File: config.mk
export PLATFORM = sky130hd
export DESIGN_NAME = mux2_arbiter_flat
export DESIGN_NICKNAME = d
export VERILOG_FILES = /design/src/rtl/mux2_arbiter_if.sv /design/src/rtl/mux2_arbiter.sv /design/src/flat_wrapper.sv
export SDC_FILE = /design/constraint.sdc
export NUM_CORES = 1
export LEC_CHECK = 0
export CAP_MARGIN = 20
export CORE_AREA = 3 3 40 42
export CTS_CLUSTER_DIAMETER = 120
export DETAILED_ROUTE_END_ITERATION = 12
export DIE_AREA = 0 0 43 45
export PLACE_DENSITY = 0.79
export SETUP_SLACK_MARGIN = 0.02
export SLEW_MARGIN = 20
export SYNTH_ARGS = -nofsm -noshare
export SYNTH_HDL_FRONTEND = slang
export SYNTH_SLANG_ARGS = --single-unit
File: constraint.sdc
create_clock -name clk -period 3.6 [get_ports clk]
set_clock_uncertainty 0.15 [all_clocks]
set_input_delay 0.54 -clock clk [delete_from_list [all_inputs] [get_ports clk]]
set_output_delay 0.54 -clock clk [all_outputs]
set_load 0.05 [all_outputs]
File: src/rtl/mux2_arbiter_if.sv
// Request/grant bundle between two agents and the mux2 arbiter.
// master = requesting agents side, slave = arbiter side.
interface mux2_arbiter_if;
    logic req0;
    logic req1;
    logic sel;
    logic gnt0;
    logic gnt1;
    logic path_valid;
    logic busy;

    modport master (
        output req0, req1,
        input  sel, gnt0, gnt1, path_valid, busy
    );

    modport slave (
        input  req0, req1,
        output sel, gnt0, gnt1, path_valid, busy
    );
endinterface

File: src/rtl/mux2_arbiter.sv
// Round-robin arbiter owning a mux2 sel line, with settle wait after each sel change.
// Optional owner preemption after MAX_HOLD cycles: define MUX2_ARB_PREEMPT_EN.
module mux2_arbiter #(
    parameter int SETTLE_CYCLES = 2,
    parameter int MAX_HOLD      = 8,
    parameter int CNT_W         = 4
) (
    input  logic         clk,
    input  logic         rst_n,
    mux2_arbiter_if.slave bus
);
    localparam logic [1:0] ST_IDLE   = 2'd0;
    localparam logic [1:0] ST_SETTLE = 2'd1;
    localparam logic [1:0] ST_OWN    = 2'd2;
    localparam logic [CNT_W-1:0] SETTLE_INIT =
        (SETTLE_CYCLES > 0) ? CNT_W'(SETTLE_CYCLES - 1) : '0;

    if ((SETTLE_CYCLES >= (1 << CNT_W)) || (MAX_HOLD >= (1 << CNT_W)) || (MAX_HOLD < 1))
    begin : g_bad_cfg
        $error("mux2_arbiter: CNT_W too narrow for SETTLE_CYCLES/MAX_HOLD");
    end

    logic [1:0]       r_state;
    logic             r_sel;
    logic             r_tgt;
    logic             r_last;
    logic             r_gnt0;
    logic             r_gnt1;
    logic             r_pvalid;
    logic             r_busy;
    logic [CNT_W-1:0] r_settle_cnt;

    logic [1:0]       w_state_nxt;
    logic             w_sel_nxt;
    logic             w_tgt_nxt;
    logic             w_last_nxt;
    logic [CNT_W-1:0] w_settle_nxt;
    logic             w_pick;
    logic             w_tgt_req;
    logic             w_release;

    // Tie goes to whoever did not own last; a single requester always wins.
    assign w_pick    = (bus.req0 && bus.req1) ? ~r_last : bus.req1;
    assign w_tgt_req = r_tgt ? bus.req1 : bus.req0;

`ifdef MUX2_ARB_PREEMPT_EN
    logic [CNT_W-1:0] r_hold_cnt;
    logic [CNT_W-1:0] w_hold_nxt;
    logic             w_oth_req;

    assign w_oth_req = r_tgt ? bus.req0 : bus.req1;
    // >= so a competitor arriving after saturation still forces release.
    assign w_release = !w_tgt_req ||
                       (w_oth_req && (r_hold_cnt >= CNT_W'(MAX_HOLD - 1)));
`else
    assign w_release = !w_tgt_req;
`endif

    always_comb begin
        w_state_nxt  = r_state;
        w_sel_nxt    = r_sel;
        w_tgt_nxt    = r_tgt;
        w_last_nxt   = r_last;
        w_settle_nxt = r_settle_cnt;
`ifdef MUX2_ARB_PREEMPT_EN
        w_hold_nxt   = r_hold_cnt;
`endif
        case (r_state)
            ST_IDLE: begin
                if (bus.req0 || bus.req1) begin
                    w_sel_nxt = w_pick;
                    w_tgt_nxt = w_pick;
                    if ((w_pick == r_sel) || (SETTLE_CYCLES == 0)) begin
                        w_state_nxt = ST_OWN;
                        w_last_nxt  = w_pick;
`ifdef MUX2_ARB_PREEMPT_EN
                        w_hold_nxt  = '0;
`endif
                    end else begin
                        w_state_nxt  = ST_SETTLE;
                        w_settle_nxt = SETTLE_INIT;
                    end
                end
            end
            ST_SETTLE: begin
                if (!w_tgt_req) begin
                    w_state_nxt = ST_IDLE;
                end else if (r_settle_cnt == '0) begin
                    w_state_nxt = ST_OWN;
                    w_last_nxt  = r_tgt;
`ifdef MUX2_ARB_PREEMPT_EN
                    w_hold_nxt  = '0;
`endif
                end else begin
                    w_settle_nxt = r_settle_cnt - 1'b1;
                end
            end
            ST_OWN: begin
                if (w_release) begin
                    w_state_nxt = ST_IDLE;
                end
`ifdef MUX2_ARB_PREEMPT_EN
                else if (r_hold_cnt < CNT_W'(MAX_HOLD)) begin
                    w_hold_nxt = r_hold_cnt + 1'b1;
                end
`endif
            end
            default: w_state_nxt = ST_IDLE;
        endcase
    end

    // Outputs are registered from the next-state so they line up with r_state.
    always_ff @(posedge clk or negedge rst_n) begin
        if (!rst_n) begin
            r_state      <= ST_IDLE;
            r_sel        <= 1'b0;
            r_tgt        <= 1'b0;
            r_last       <= 1'b1;
            r_gnt0       <= 1'b0;
            r_gnt1       <= 1'b0;
            r_pvalid     <= 1'b0;
            r_busy       <= 1'b0;
            r_settle_cnt <= '0;
        end else begin
            r_state      <= w_state_nxt;
            r_sel        <= w_sel_nxt;
            r_tgt        <= w_tgt_nxt;
            r_last       <= w_last_nxt;
            r_settle_cnt <= w_settle_nxt;
            r_gnt0       <= (w_state_nxt == ST_OWN) && !w_tgt_nxt;
            r_gnt1       <= (w_state_nxt == ST_OWN) &&  w_tgt_nxt;
            r_pvalid     <= (w_state_nxt == ST_OWN);
            r_busy       <= (w_state_nxt != ST_IDLE);
        end
    end

`ifdef MUX2_ARB_PREEMPT_EN
    always_ff @(posedge clk or negedge rst_n) begin
        if (!rst_n) r_hold_cnt <= '0;
        else        r_hold_cnt <= w_hold_nxt;
    end
`endif

    assign bus.sel        = r_sel;
    assign bus.gnt0       = r_gnt0;
    assign bus.gnt1       = r_gnt1;
    assign bus.path_valid = r_pvalid;
    assign bus.busy       = r_busy;
endmodule

File: src/flat_wrapper.sv
// flat-port wrapper written by rule: the top's interface ports become plain ports
module mux2_arbiter_flat 
#(
    parameter int SETTLE_CYCLES = 2,
    parameter int MAX_HOLD      = 8,
    parameter int CNT_W         = 4
)
  (clk, rst_n, bus_req0, bus_req1, bus_sel, bus_gnt0, bus_gnt1, bus_path_valid, bus_busy);
  mux2_arbiter_if bus_i ();
  input  logic clk;
  input  logic rst_n;
  input wire logic [$bits(bus_i.req0)-1:0] bus_req0;
  input wire logic [$bits(bus_i.req1)-1:0] bus_req1;
  output wire logic [$bits(bus_i.sel)-1:0] bus_sel;
  output wire logic [$bits(bus_i.gnt0)-1:0] bus_gnt0;
  output wire logic [$bits(bus_i.gnt1)-1:0] bus_gnt1;
  output wire logic [$bits(bus_i.path_valid)-1:0] bus_path_valid;
  output wire logic [$bits(bus_i.busy)-1:0] bus_busy;
  assign bus_i.req0 = bus_req0;
  assign bus_i.req1 = bus_req1;
  assign bus_sel = bus_i.sel;
  assign bus_gnt0 = bus_i.gnt0;
  assign bus_gnt1 = bus_i.gnt1;
  assign bus_path_valid = bus_i.path_valid;
  assign bus_busy = bus_i.busy;
  mux2_arbiter #(.SETTLE_CYCLES(SETTLE_CYCLES), .MAX_HOLD(MAX_HOLD), .CNT_W(CNT_W)) u_core (.clk(clk), .rst_n(rst_n), .bus(bus_i));
endmodule
==> results of run 1 <==
cell families (layout without fill, tap and decap cells):
group	count (synthesis)	in the layout	synth area share, %
and+or+nand+nor	21	21	19.5
AOI/OAI and AO/OA	14	14	17.4
DFF	13	13	48.4
muxes	5	5	8.16
buffers and inverters	5	17	2.78
adders and majority gates	2	2	3.71
where the power goes:
group | total (mW) | internal, mW | switching [mW]
combinational | 0.374 | 0.151 | 0.223
sequential | 0.274 | 0.213 | 0.0602
clock | 0.0913 | 0.0430 | 0.0482
total | 0.739 | 0.407 | 0.332
how the worst min path moves through the flow:
stage | cells past startpoint | end | slack [ns] | from
finish | 1 | u_core.r_settle_cnt[0]$_DFFE_PN0P_ | 0.36 | u_core.r_settle_cnt[0]$_DFFE_PN0P_
global route | 1 | u_core.r_settle_cnt[0]$_DFFE_PN0P_ | 0.40 | u_core.r_settle_cnt[0]$_DFFE_PN0P_
CTS | 1 | u_core.r_settle_cnt[0]$_DFFE_PN0P_ | 0.36 | u_core.r_settle_cnt[0]$_DFFE_PN0P_
detailed placement | 1 | u_core.r_settle_cnt[0]$_DFFE_PN0P_ | 0.35 | u_core.r_settle_cnt[0]$_DFFE_PN0P_
global placement | 1 | u_core.r_settle_cnt[0]$_DFFE_PN0P_ | 0.35 | u_core.r_settle_cnt[0]$_DFFE_PN0P_
floorplan | 0 | u_core.bus.busy$_DFF_PN0_ | 0.09 | rst_n
cell usage after synthesis, drive strengths merged (2+ instances only):
cell,count,area share (%)
ha,2,3.7
o21ai,2,1.5
inv,5,2.8
nor2b,2,1.9
mux2i,4,6.5
dfrtp,12,45
nor3,4,4.6
nor3b,2,3.0
nand2b,2,1.9
a22o,2,2.6
nand2,3,2.0
nor2,4,2.2
a21oi,3,2.2
through the flow:
| stage | setup WS (ns) | instance area, µm² | hold WS [ns] |
|---|---|---|---|
| 5_1_grt | 1.38 | 800 | 0.399 |
| 3_3_place_gp | 1.42 | 773 | 0.345 |
| 2_1_floorplan | 1.91 | 674 | 0.0944 |
| 6_report | 1.43 | 800 | 0.361 |
| 4_1_cts | 1.42 | 800 | 0.364 |
| 3_5_place_dp | 1.39 | 773 | 0.354 |
metal layers:
layer,part of all wire (%),GRT usage (%),wire length [µm],vias to the layer above
li1,-,-,-,243
met1,44,17.5,539,239
met2,49,25.7,601,11
met3,4.8,2.79,59,4
met4,3.0,13.3,37,0
met5,0,0,0,-
state kept, by name (all words and copies together) (netlist names):
name                   flops
u_core.bus.sel             1
u_core.r_tgt               1
u_core.bus.busy            1
u_core.bus.gnt1            1
u_core.bus.gnt0            1
u_core.r_state             2
u_core.r_last              1
u_core.r_settle_cnt        4
u_core.bus.path_valid      1
layout make-up:
cell class | instances | area [µm²] | area share (%)
multi-input cells | 42 | 329 | 41.2
flip-flops and latches | 13 | 327 | 40.8
repair buffers | 8 | 80.1 | 10.0
clock buffers | 4 | 26.3 | 3.29
inverters | 5 | 18.8 | 2.35
well taps | 15 | 18.8 | 2.35
==> out/metrics.csv, run 1 <==
metric,value,unit
postSynthNetCount,66,
synth_cells,60,
fraction_of_layout_cells_with_a_size_suffix_above_1,15.3,%
final_report_setup_violation_count,0,
maxSlewHeadroom,61.7,%
async_flop_share,100,%
timing_worst_slew_pin_value,0.573,ns
finalWorstPathRequiredPeriod,2.17,ns
clock_insertion_delay_worst_skew,0.28,ns
mostFrequentLayoutCells,"sky130_fd_sc_hd__dfrtp_1, sky130_fd_sc_hd__clkdlybuf4s50_1, sky130_fd_sc_hd__inv_1",
critical_path.endpoint_type,output port,
fp.dieW,43,µm
std_cell_rows,13,
reg2reg_depth,6,
clock_sinks,13,
cts_resized,0,
cellLeakagePower,0.372,nW
r2r-start,u_core.r_settle_cnt[0]$_DFFE_PN0P_,
drc_errors,0,
path_cells,clkdlybuf4s50_1,
grt_use_total,15.6,%
antenna_violations_before_repair,0,
tritoncts,done,
post_synth_instance_area,674,µm²
finalCritPeriodShare,60.1,%
cts.clk_slew.worst_paths,0.08,ns
timing.critical_path.buf_inv,1,
number_of_enable_flip_flop_cells_after_synthesis,0,
number_of_inserted_filler_cells_in_the_final_layout,102,
first_iter_violations,2,
critical_path_class,register to output port,
timing.max_cap.violations,0,
timing.critical_path.max_delay_family,buffers and inverters,
maximum_number_of_pins_on_one_net_before_global_route_repair,14,
path_depth,1,
first_pass_drt_iterations,2,
final_tns_setup,0,ns
critical-path-max-stage-delay,0.81,ns
r2r_slack,1.92,ns
detailedPlacementHpwl,957,µm
fp.dieH,45,µm
max_clock_freq,462,MHz
finalPower,0.739,mW
cp_slowest_cell,sky130_fd_sc_hd__clkdlybuf4s50_1,
ios,9,
worst_setup_path_endpoint,bus_sel,
coreArea,1280,µm²
layout_utilization,62.2,%
crit_required,2.91,ns
crit_arrival,1.48,ns
cts_hold_repair.buffers,0,
floorplan.die_area,1940,µm²
layout.cells.non_filler,87,
rsz_0062_raised_after_global_routing,false,
top_fanout_value_on_the_critical_path,4,
run_status,"complete, no violations",
finalHoldViolCount,0,
globalplace.congestion,0.770,
root_buffer,sky130_fd_sc_hd__clkbuf_4,
drt-total-wl,1.24,mm
drt-wirelength-per-cell,14.2,µm
clk_buf_depth,2,
ir_worst_vdd,0.367,mV
grt_pass1_vias,546,
report.final.slew_viol_count,0,
dp.cells,83,
crit-reg2reg-capture,u_core.bus.gnt1$_DFF_PN0_,
finish.net_count,79,
timing.hold.worst.class,register to register,
port_buffers,8,
route.vias.total,497,
synth_flop_cell,sky130_fd_sc_hd__dfrtp_1,
sort_of_element_at_the_start_of_the_critical_path,register,
synth_sequential_area_ratio,48.4,%
numCtsBuffers,3,
post_cts_setup_buffers,0,
pwr_density_cell,924,nW/µm²
antenna_left,0,
layout-area-overhead-vs-synth,18.6,%
post_synth_num_cell_types,30,
floorplan.initialDensity,52.5,%
synth-warning-count,0,
globalRoute.totalOverflow,0,
antennaDiodeCount,0,
crit_start,u_core.bus.sel$_DFFE_PN0P_,
drt-vias-per-instance,5.71,
mean_instance_size_in_the_synthesized_netlist,11.2,µm²
layout_commonest_cell,sky130_fd_sc_hd__dfrtp_1,
ctsHtreeMaxLevel,1,
synth.ff_latch_count,13,
grt_pass1_wl,2.19,mm
(Power assumes the default switching activity.)
==> run 2: changes to the inputs <==
--- a/config.mk
+++ b/config.mk
@@ -6,11 +6,11 @@
 export NUM_CORES = 1
 export LEC_CHECK = 0
 export CAP_MARGIN = 20
-export CORE_AREA = 3 3 40 42
+export CORE_MARGIN = 3
+export CORE_UTILIZATION = 51
 export CTS_CLUSTER_DIAMETER = 120
 export DETAILED_ROUTE_END_ITERATION = 12
-export DIE_AREA = 0 0 43 45
-export PLACE_DENSITY = 0.79
+export PLACE_DENSITY = 0.8
 export SETUP_SLACK_MARGIN = 0.02
 export SLEW_MARGIN = 20
 export SYNTH_ARGS = -nofsm -noshare
==> constraint.sdc (replaced) <==
create_clock -name clk -period 2.1 [get_ports clk]
set_clock_uncertainty 0.15 [all_clocks]
set_input_delay 0.315 -clock clk [delete_from_list [all_inputs] [get_ports clk]]
set_output_delay 0.315 -clock clk [all_outputs]
set_load 0.05 [all_outputs]
==> run 2 against run 1 <==
  * Design area decreased by 0.16%
  * Wire length fell by 12%
  * Global-route usage decreased by 0.80 points
  * Critical path type unchanged
  * Critical endpoint unchanged
  * Largest power group unchanged
  * Highest routed layer unchanged
==> out/metrics.csv, run 2 (synthesis gave the netlist of run 1 again) <==
metric,value,unit,change
run_status,"complete, no violations",,
timing.critical_path.buf_inv,1,,unchanged
final_tns_setup,0,ns,unchanged
finalWorstPathRequiredPeriod,1.93,ns,
drc_errors,0,,unchanged
rsz_0062_raised_after_global_routing,false,,
layout_commonest_cell,sky130_fd_sc_hd__dfrtp_1,,
post_cts_setup_buffers,0,,unchanged
critical_path.endpoint_type,output port,,
drt-wirelength-per-cell,12.7,µm,-11%
critical-path-max-stage-delay,0.81,ns,about the same
cts_hold_repair.buffers,0,,unchanged
grt_pass1_wl,1.97,mm,-10%
ios,9,,unchanged
maxSlewHeadroom,62.7,%,+1.0 points
coreArea,1170,µm²,-8.9%
numCtsBuffers,3,,unchanged
finish.net_count,79,,unchanged
pwr-share-seq,36.7,%,-0.3 points
final_report_setup_violation_count,0,,unchanged
antennaDiodeCount,0,,unchanged
ir_worst_vdd,0.782,mV,+110%
root_buffer,sky130_fd_sc_hd__clkbuf_4,,
ctsHtreeMaxLevel,1,,unchanged
cp_slowest_cell,sky130_fd_sc_hd__clkdlybuf4s50_1,,
tritoncts,done,,
first_iter_violations,12,,+10
antenna_violations_before_repair,0,,unchanged
antenna_left,0,,unchanged
share_of_power_burned_in_the_clock_network,12.3,%,about the same
top_register,u_core.r_settle_cnt,,
floorplan.die_area,1790,µm²,-7.2%
drt-vias-per-instance,5.53,,-3.1%
timing.critical_path.max_delay_family,buffers and inverters,,
top_fanout_value_on_the_critical_path,4,,unchanged
report.final.slew_viol_count,0,,unchanged
globalRoute.totalOverflow,0,,unchanged
finalWorstSetupSlack,0.169,ns,-1.27 ns
mostFrequentLayoutCells,"sky130_fd_sc_hd__dfrtp_1, sky130_fd_sc_hd__clkdlybuf4s50_1, sky130_fd_sc_hd__inv_1",,
floorplan.initialDensity,57.6,%,+5.1 points
switching_power,0.558,mW,+68%
largest_register_ffs,4,,unchanged
cellLeakagePower,0.372,nW,unchanged
share_comb_of_total_power,51.0,%,+0.4 points
globalplace.congestion,0.858,,+11%
layout-area-overhead-vs-synth,18.4,%,
largestRegisters,"u_core.r_settle_cnt: 4 flops, u_core.r_state: 2 flops",,
port_buffers,8,,unchanged
switching_share,44.4,%,-0.54 points
critical_path_class,register to output port,,
finalCritPeriodShare,91.9,%,
number_of_inserted_filler_cells_in_the_final_layout,91,,-11%
std_cell_rows,12,,-1
crit_required,1.63,ns,-1.28 ns
timing.hold.worst.class,primary input to async pin,,
timing_worst_slew_pin_value,0.558,ns,-0.0152 ns
maximum_number_of_pins_on_one_net_before_global_route_repair,14,,unchanged
place_worst_setup_slack,0.144,ns,-1.24 ns
cts_resized,0,,unchanged
clock_insertion_delay_worst_skew,0.28,ns,about the same
first_pass_drt_iterations,4,,+2
finalHoldViolCount,0,,unchanged
fraction_of_layout_cells_with_a_size_suffix_above_1,15.3,%,unchanged
drt-total-wl,1.09,mm,-12%
timing.max_cap.violations,0,,unchanged
pwr_density_cell,1570,nW/µm²,+70%
cts.clk_slew.worst_paths,0.08,ns,about the same
crit_arrival,1.47,ns,about the same
grt_pass1_vias,448,,-18%
grt_use_total,14.8,%,-0.80 points
clk_buf_depth,2,,unchanged
sort_of_element_at_the_start_of_the_critical_path,register,,
path_cells,clkdlybuf4s50_1,,
max_clock_freq,518,MHz,
cell_internal_pwr,0.700,mW,+72%
detailedPlacementHpwl,847,µm,-12%
clock_sinks,13,,unchanged
fp.dieW,42.4,µm,-1.5%
fp.dieH,42.4,µm,-5.9%
route.vias.total,476,,-4.2%
run 2: final timing paths:
check                                                        start                                  to  slack [ns]  cells after the start
worst max-delay path                    u_core.bus.sel$_DFFE_PN0P_                             bus_sel        0.17                      1
worst min-delay path                                         rst_n           u_core.bus.busy$_DFF_PN0_        0.24                      1
worst max register to register  u_core.r_settle_cnt[0]$_DFFE_PN0P_           u_core.bus.gnt1$_DFF_PN0_        0.40                      6
worst min register to register  u_core.r_settle_cnt[0]$_DFFE_PN0P_  u_core.r_settle_cnt[0]$_DFFE_PN0P_        0.36                      1
max in group asynchronous                                    rst_n           u_core.r_last$_DFFE_PN1P_        1.19                      1
min in group clk                u_core.r_settle_cnt[0]$_DFFE_PN0P_  u_core.r_settle_cnt[0]$_DFFE_PN0P_        0.36                      1
run 2: metrics by stage:
stage / instances / power, mW / utilization, % / hold WS, ns / area (µm²)
2_1_floorplan: 60 / 0.932 / - / -0.131 / 674
3_3_place_gp: 82 / 1.10 / 65.9 / 0.340 / 772
3_5_place_dp: 82 / 1.11 / 65.9 / 0.349 / 772
4_1_cts: 86 / 1.26 / 68.2 / 0.257 / 798
5_1_grt: 86 / 1.35 / 68.2 / 0.276 / 798
6_report: 86 / 1.26 / 68.2 / 0.244 / 798
run 2: cell type report:
type                    count  area (µm²)  area share, %
inverters                   5        18.8           2.35
repair buffers              8        80.1           10.0
flip-flops and latches     13         327           40.9
multi-input cells          42         329           41.2
clock buffers               4        26.3           3.29
well taps                  14        17.5           2.19
run 2: power by group through the flow:
stage / clock network [mW] / registers, mW / logic, mW
global placement: 0 / 0.464 / 0.636
finish: 0.155 / 0.462 / 0.641
floorplan: 0 / 0.598 / 0.334
detailed placement: 0 / 0.466 / 0.643
CTS: 0.157 / 0.461 / 0.646
global route: 0.169 / 0.482 / 0.702
run 2: routing by layer:
metal | routed length, µm | share of wire, % | vias to the layer above | global-route usage, %
met5 | 0 | 0 | - | 0
met4 | 22 | 2.0 | 0 | 7.45
met3 | 73 | 6.7 | 5 | 5.15
met2 | 440 | 40 | 17 | 18.2
met1 | 555 | 51 | 211 | 22.2
li1 | - | - | 243 | -
==> variant 1 (settings of run 1) <==
The option `MUX2_ARB_PREEMPT_EN` is turned on by a define.
--- a/src/rtl/mux2_arbiter.sv
+++ b/src/rtl/mux2_arbiter.sv
@@ -1,5 +1,7 @@
 // Round-robin arbiter owning a mux2 sel line, with settle wait after each sel change.
 // Optional owner preemption after MAX_HOLD cycles: define MUX2_ARB_PREEMPT_EN.
+`define MUX2_ARB_PREEMPT_EN
+
 module mux2_arbiter #(
     parameter int SETTLE_CYCLES = 2,
     parameter int MAX_HOLD      = 8,
Function: changed (Yosys sat finds a counterexample within 10 cycles, from zero or initial values and one cycle with rst_n low).
==> variant 1 against run 1 <==
Sequential cell count rose by 4; power up 26%; worst setup slack lost 0.087 ns; utilization up 17 points; routed wire length increased by 50%; sequential share of layout area grew 0.84 points; critical path depth unchanged; synthesized area is 35% higher; synthesized cell count grew 58%; combinational power grew 24%; via count grew 46%; cell area up 28%; largest cell class unchanged.
==> variant 1: results (changes against run 1) <==
Seq/total area 41.7% (was 40.8%); hold path start u_core.r_settle_cnt[1] (was u_core.r_settle_cnt[0]); fraction of area in multi-input gates 43.2% (was 41.2%); worst reg2reg endpoint u_core.r_last (was u_core.bus.gnt1); Cell Area, Placed 997 sq um (was 773 sq um); hold endpoint u_core.r_settle_cnt[1] (was u_core.r_settle_cnt[0]); vias in the first global route 671 (was 546); CTS Buf Count 3 (unchanged); Hold Crit Class reg2reg (unchanged); worst vdd ir 0.000592 V (was 0.000367 V); final core utilization 79.6% (was 62.2%); total leakage power 0.478 nW (was 0.372 nW); number of multi-input logic gates 68 (was 42); Syn Nets 101 (was 66); initial DRC count 22 (was 2); CTS root buf clkbuf_4 (unchanged); Signal buffers 8 (unchanged); htree depth 1 (unchanged); Post-synth top cells 16 x dfrtp_1, 14 x nand2_1, 9 x nor2_1, 8 x inv_1, 4 x o211ai_1 (was 12 x dfrtp_1, 5 x inv_1, 4 x nor2_1); R2R Path Start u_core.r_settle_cnt[0] (unchanged); synth unique cells 38 (was 30); routed len/inst 15.5 um (was 14.2 um); CP max FO 6 (was 4); R2R Setup Slk 1.49 ns (was 1.92 ns); port buffer count 8 (unchanged); Logic inverters 8 (was 5); Largest regs u_core.r_hold_cnt: 4 flops, u_core.r_settle_cnt: 4 flops, u_core.r_state: 2 flops (was u_core.r_settle_cnt: 4 flops, u_core.r_state: 2 flops); overall routing resource usage 22.0% (was 15.6%); slowest stage delay, CP 0.84 ns (was 0.81 ns); CTS tree yes (unchanged); largest net degree at the start of global routing 18 (was 14); post_cts resized 0 (unchanged); via count 724 (was 497); Signal buf overhead 7.82% (was 10.0%); Final #Nets 112 (was 79); top cells by area, synth dfrtp_1 44%, nand2_1 5.8%, nor2_1 3.7% (was dfrtp_1 45%, mux2i_1 4.5%, dfstp_2 3.9%); fillers 88 (was 102); DR pass1 iterations 4 (was 2); number of cells on the worst reg-to-reg path 7 (was 6); gpl congestion 0.961 (was 0.770); worst-skew pair later-pin latency 0.28 ns (about the same); hpwl dp 1410 um (was 957 um); Seq/Total Area, Yosys 47.0% (was 48.4%); worst hold path depth 1 (unchanged); top_reg_cell synth dfrtp_1 (unchanged); status completed (unchanged); first-pass GRT wire length 3130 um (was 2190 um); sequential cell count 17 (was 13); Tightest Pin Transition 0.751 ns (was 0.573 ns); clk slew on worst S/H paths 0.09 ns; width of the die 43 um (unchanged); fraction of layout cells with a size suffix above 1 10.5% (was 15.3%); critical path arrival 1.56 ns (was 1.48 ns); Clock-cell share 2.57% (was 3.29%)
## variant 1: cell count changes after synthesis, moves of 3 or more
cell / delta
nand2_1: +12
inv_1: +3
nor2_1: +5
nor3_1: -3
o211ai_1: +4
dfrtp_1: +4
## variant 1: logic make-up (layout without fill, tap and decap cells)
kind of cell               count (synthesis)  in the layout  share of synthesized area (%)
DFF                                       17             17                           47.0
xor gates and xnor gates                   2              2                           1.93
and+or+nand+nor                           41             41                           23.5
AOI/OAI and AO/OA                         19             19                           15.4
adders and majority gates                  2              2                           2.76
buffers and inverters                     10             20                           4.28
muxes                                      4              4                           5.10
## variant 1: how the worst max path moves through the flow
stage / from / end / slack, ns / cells after the start
2_1_floorplan: u_core.r_settle_cnt[0] / u_core.r_last / 1.70 / 7
3_3_place_gp: bus_req0 / u_core.bus.gnt0 / 1.18 / 6
3_5_place_dp: bus_req1 / u_core.r_last / 1.13 / 6
4_1_cts: u_core.bus.sel / bus_sel / 1.35 / 1
5_1_grt: u_core.bus.sel / bus_sel / 1.30 / 1
6_report: u_core.bus.sel / bus_sel / 1.35 / 1
## variant 1: metal layers
layer  GRT usage [%]  share of wire, %
met1            29.3                45
met2            36.2                48
met3            3.59               5.3
met4            9.04               1.7
met5               0                 0
## variant 1: metrics by stage
stage                     hold WS [ns]  power (mW)  worst slack, ns  cells
after floorplan                 0.0944       0.689             1.70     95
after global placement           0.350       0.801             1.18    116
after detailed placement         0.348       0.827             1.13    116
after CTS                        0.373       0.927             1.35    120
after global routing             0.407       0.992             1.30    120
final                            0.375       0.927             1.35    120
## variant 1: where the power goes
part	internal (mW)	leakage (nW)	switching [mW]
sequential	0.276	0.215	0.0896
clock	0.0430	0.0150	0.0563
combinational	0.179	0.248	0.283
==> variant 2 (settings of run 1) <==
Without the edit above. `CNT_W` is set to 4 in 2 places; all go to 5.
--- a/src/rtl/mux2_arbiter.sv
+++ b/src/rtl/mux2_arbiter.sv
@@ -3,7 +3,7 @@
 module mux2_arbiter #(
     parameter int SETTLE_CYCLES = 2,
     parameter int MAX_HOLD      = 8,
-    parameter int CNT_W         = 4
+    parameter int CNT_W         = 5
 ) (
     input  logic         clk,
     input  logic         rst_n,
--- a/src/flat_wrapper.sv
+++ b/src/flat_wrapper.sv
@@ -3,7 +3,7 @@
 #(
     parameter int SETTLE_CYCLES = 2,
     parameter int MAX_HOLD      = 8,
-    parameter int CNT_W         = 4
+    parameter int CNT_W         = 5
 )
   (clk, rst_n, bus_req0, bus_req1, bus_sel, bus_gnt0, bus_gnt1, bus_path_valid, bus_busy);
   mux2_arbiter_if bus_i ();
Function: same outputs for any inputs over 10 cycles, from zero or initial values and one cycle with rst_n low; that may be too few to reach the edited logic, so the function may still have changed.
==> variant 2 against run 1 <==
First-iteration DRC count rose by 50%; cell area rose by 5.6%; non-clock buffer count did not move; sequential cell count rose by 1; critical path type unchanged; count of clock-buffer cells in the layout did not move; largest power group unchanged; routed wire length barely moved; worst setup slack improved by 0.0087 ns; power rose by 5.0%; synthesized area rose by 6.7%; utilization rose by 3.5 points; largest cell class is now registers.
==> variant 2: results (changes against run 1) <==
status completed (unchanged); clk slew on worst S/H paths 0.08 ns (about the same); largest net degree at the start of global routing 15 (was 14); Final #Nets 88 (was 79); htree depth 1 (unchanged); Largest regs u_core.r_settle_cnt: 5 flops, u_core.r_state: 2 flops (was u_core.r_settle_cnt: 4 flops, u_core.r_state: 2 flops); asr flop ratio synth 100% (unchanged); CTS root buf clkbuf_4 (unchanged); Via density 5.72 (was 5.71); GR Util met2 25.4% (was 25.7%); gpl congestion 0.850 (was 0.770); top cells by area, synth dfrtp_1 45%, nor2_1 4.7%, inv_1 4.2% (was dfrtp_1 45%, mux2i_1 4.5%, dfstp_2 3.9%); critical path's top delay family buffers and inverters (unchanged); synth unique cells 29 (was 30); DR pass1 iterations 4 (was 2); slowest cell on the critical path clkdlybuf4s50_1 (unchanged); fraction of layout cells with a size suffix above 1 9.88% (was 15.3%); Syn Nets 75 (was 66); critical path arrival 1.47 ns; worst vdd ir 0.000485 V (was 0.000367 V); routed len/inst 12.9 um (was 14.2 um); initial antenna violation count 0 (unchanged); Ant. Diodes 0 (unchanged); vias in the first global route 561 (was 546); total leakage power 0.385 nW (was 0.372 nW); fillers 106 (was 102); routing usage on met3 4.38% (was 2.79%); Hold Crit Class reg2reg (unchanged); Synth Warn # 0 (unchanged); hpwl dp 977 um (was 957 um); overall routing resource usage 16.1% (was 15.6%); global-route track usage on met1 19.7% (was 17.5%); port buffer count 8 (unchanged); first-pass GRT wire length 2300 um (was 2190 um); postcts setup bufs 0 (unchanged); initial DRC count 3 (was 2); Slew headroom 58.6% (was 61.7%); CTS Buf Count 3 (unchanged); post_cts resized 0 (unchanged); CP max FO 4 (unchanged); Seq/Total Area, Yosys 48.9% (was 48.4%); worst-skew pair later-pin latency 0.27 ns; Post-synth top cells 13 x dfrtp_1, 9 x nor2_1, 8 x inv_1, 4 x a21oi_1 (was 12 x dfrtp_1, 5 x inv_1, 4 x nor2_1)
[variant 2: cell types whose count changed in the layout (fill, tap and decap cells not counted), sizes merged, moves of 2 or more]
cell	change
nor2	+5
a31o	+2
inv	+4
a211oi	+2
[variant 2: final timing paths]
kind | startpoint | endpoint | slack [ns] | cells past startpoint
min in group asynchronous | rst_n | u_core.r_settle_cnt[4] | 0.50 | 1
max in group asynchronous | rst_n | u_core.r_state[1] | 2.40 | 1
worst min register to register | u_core.r_settle_cnt[0] | u_core.r_settle_cnt[0] | 0.36 | 1
worst min-delay path | u_core.r_settle_cnt[0] | u_core.r_settle_cnt[0] | 0.36 | 1
worst max-delay path | u_core.bus.sel | bus_sel | 1.44 | 1
worst max register to register | u_core.r_settle_cnt[0] | u_core.r_settle_cnt[3] | 1.87 | 6
[variant 2: metal layers]
metal / vias to the layer above / wire (um)
met1: 262 / 564
met2: 15 / 579
met3: 4 / 77
met5: - / 0
met4: 0 / 18
li1: 268 / -
[variant 2: report_power, final]
part	internal [mW]	switching, mW	total (mW)
registers	0.228	0.0644	0.292
logic	0.159	0.236	0.395
clock network	0.0429	0.0455	0.0884
total	0.430	0.346	0.776
[variant 2: cells by family (layout without fill, tap and decap cells)]
| group | count (synthesis) | in the layout | synth area share, % |
|---|---|---|---|
| compound gates | 16 | 16 | 16.3 |
| flops | 14 | 14 | 48.9 |
| simple gates | 25 | 25 | 21.9 |
| buf+inv | 9 | 21 | 4.70 |
| mux | 3 | 3 | 4.70 |
| fa+ha+maj | 2 | 2 | 3.48 |
[variant 2: layout make-up]
| class | instances | area share (%) |
|---|---|---|
| Sequential cell | 14 | 41.6 |
| Multi-Input combinational cell | 46 | 39.6 |
| Timing Repair Buffer | 8 | 9.48 |
| Inverter | 9 | 4.00 |
| Clock buffer | 4 | 3.11 |
| Tap cell | 15 | 2.22 |
[variant 2: per-stage QoR]
| stage | setup slack [ns] | instance area [sq um] | total power, mW | std cells | utilization, % |
|---|---|---|---|---|---|
| floorplan | 1.90 | 719 | 0.582 | 69 | - |
| global placement | 1.40 | 818 | 0.679 | 92 | 63.7 |
| detailed placement | 1.38 | 818 | 0.694 | 92 | 63.7 |
| CTS | 1.43 | 845 | 0.784 | 96 | 65.7 |
| global route | 1.37 | 845 | 0.837 | 96 | 65.7 |
| finish | 1.44 | 845 | 0.776 | 96 | 65.7 |
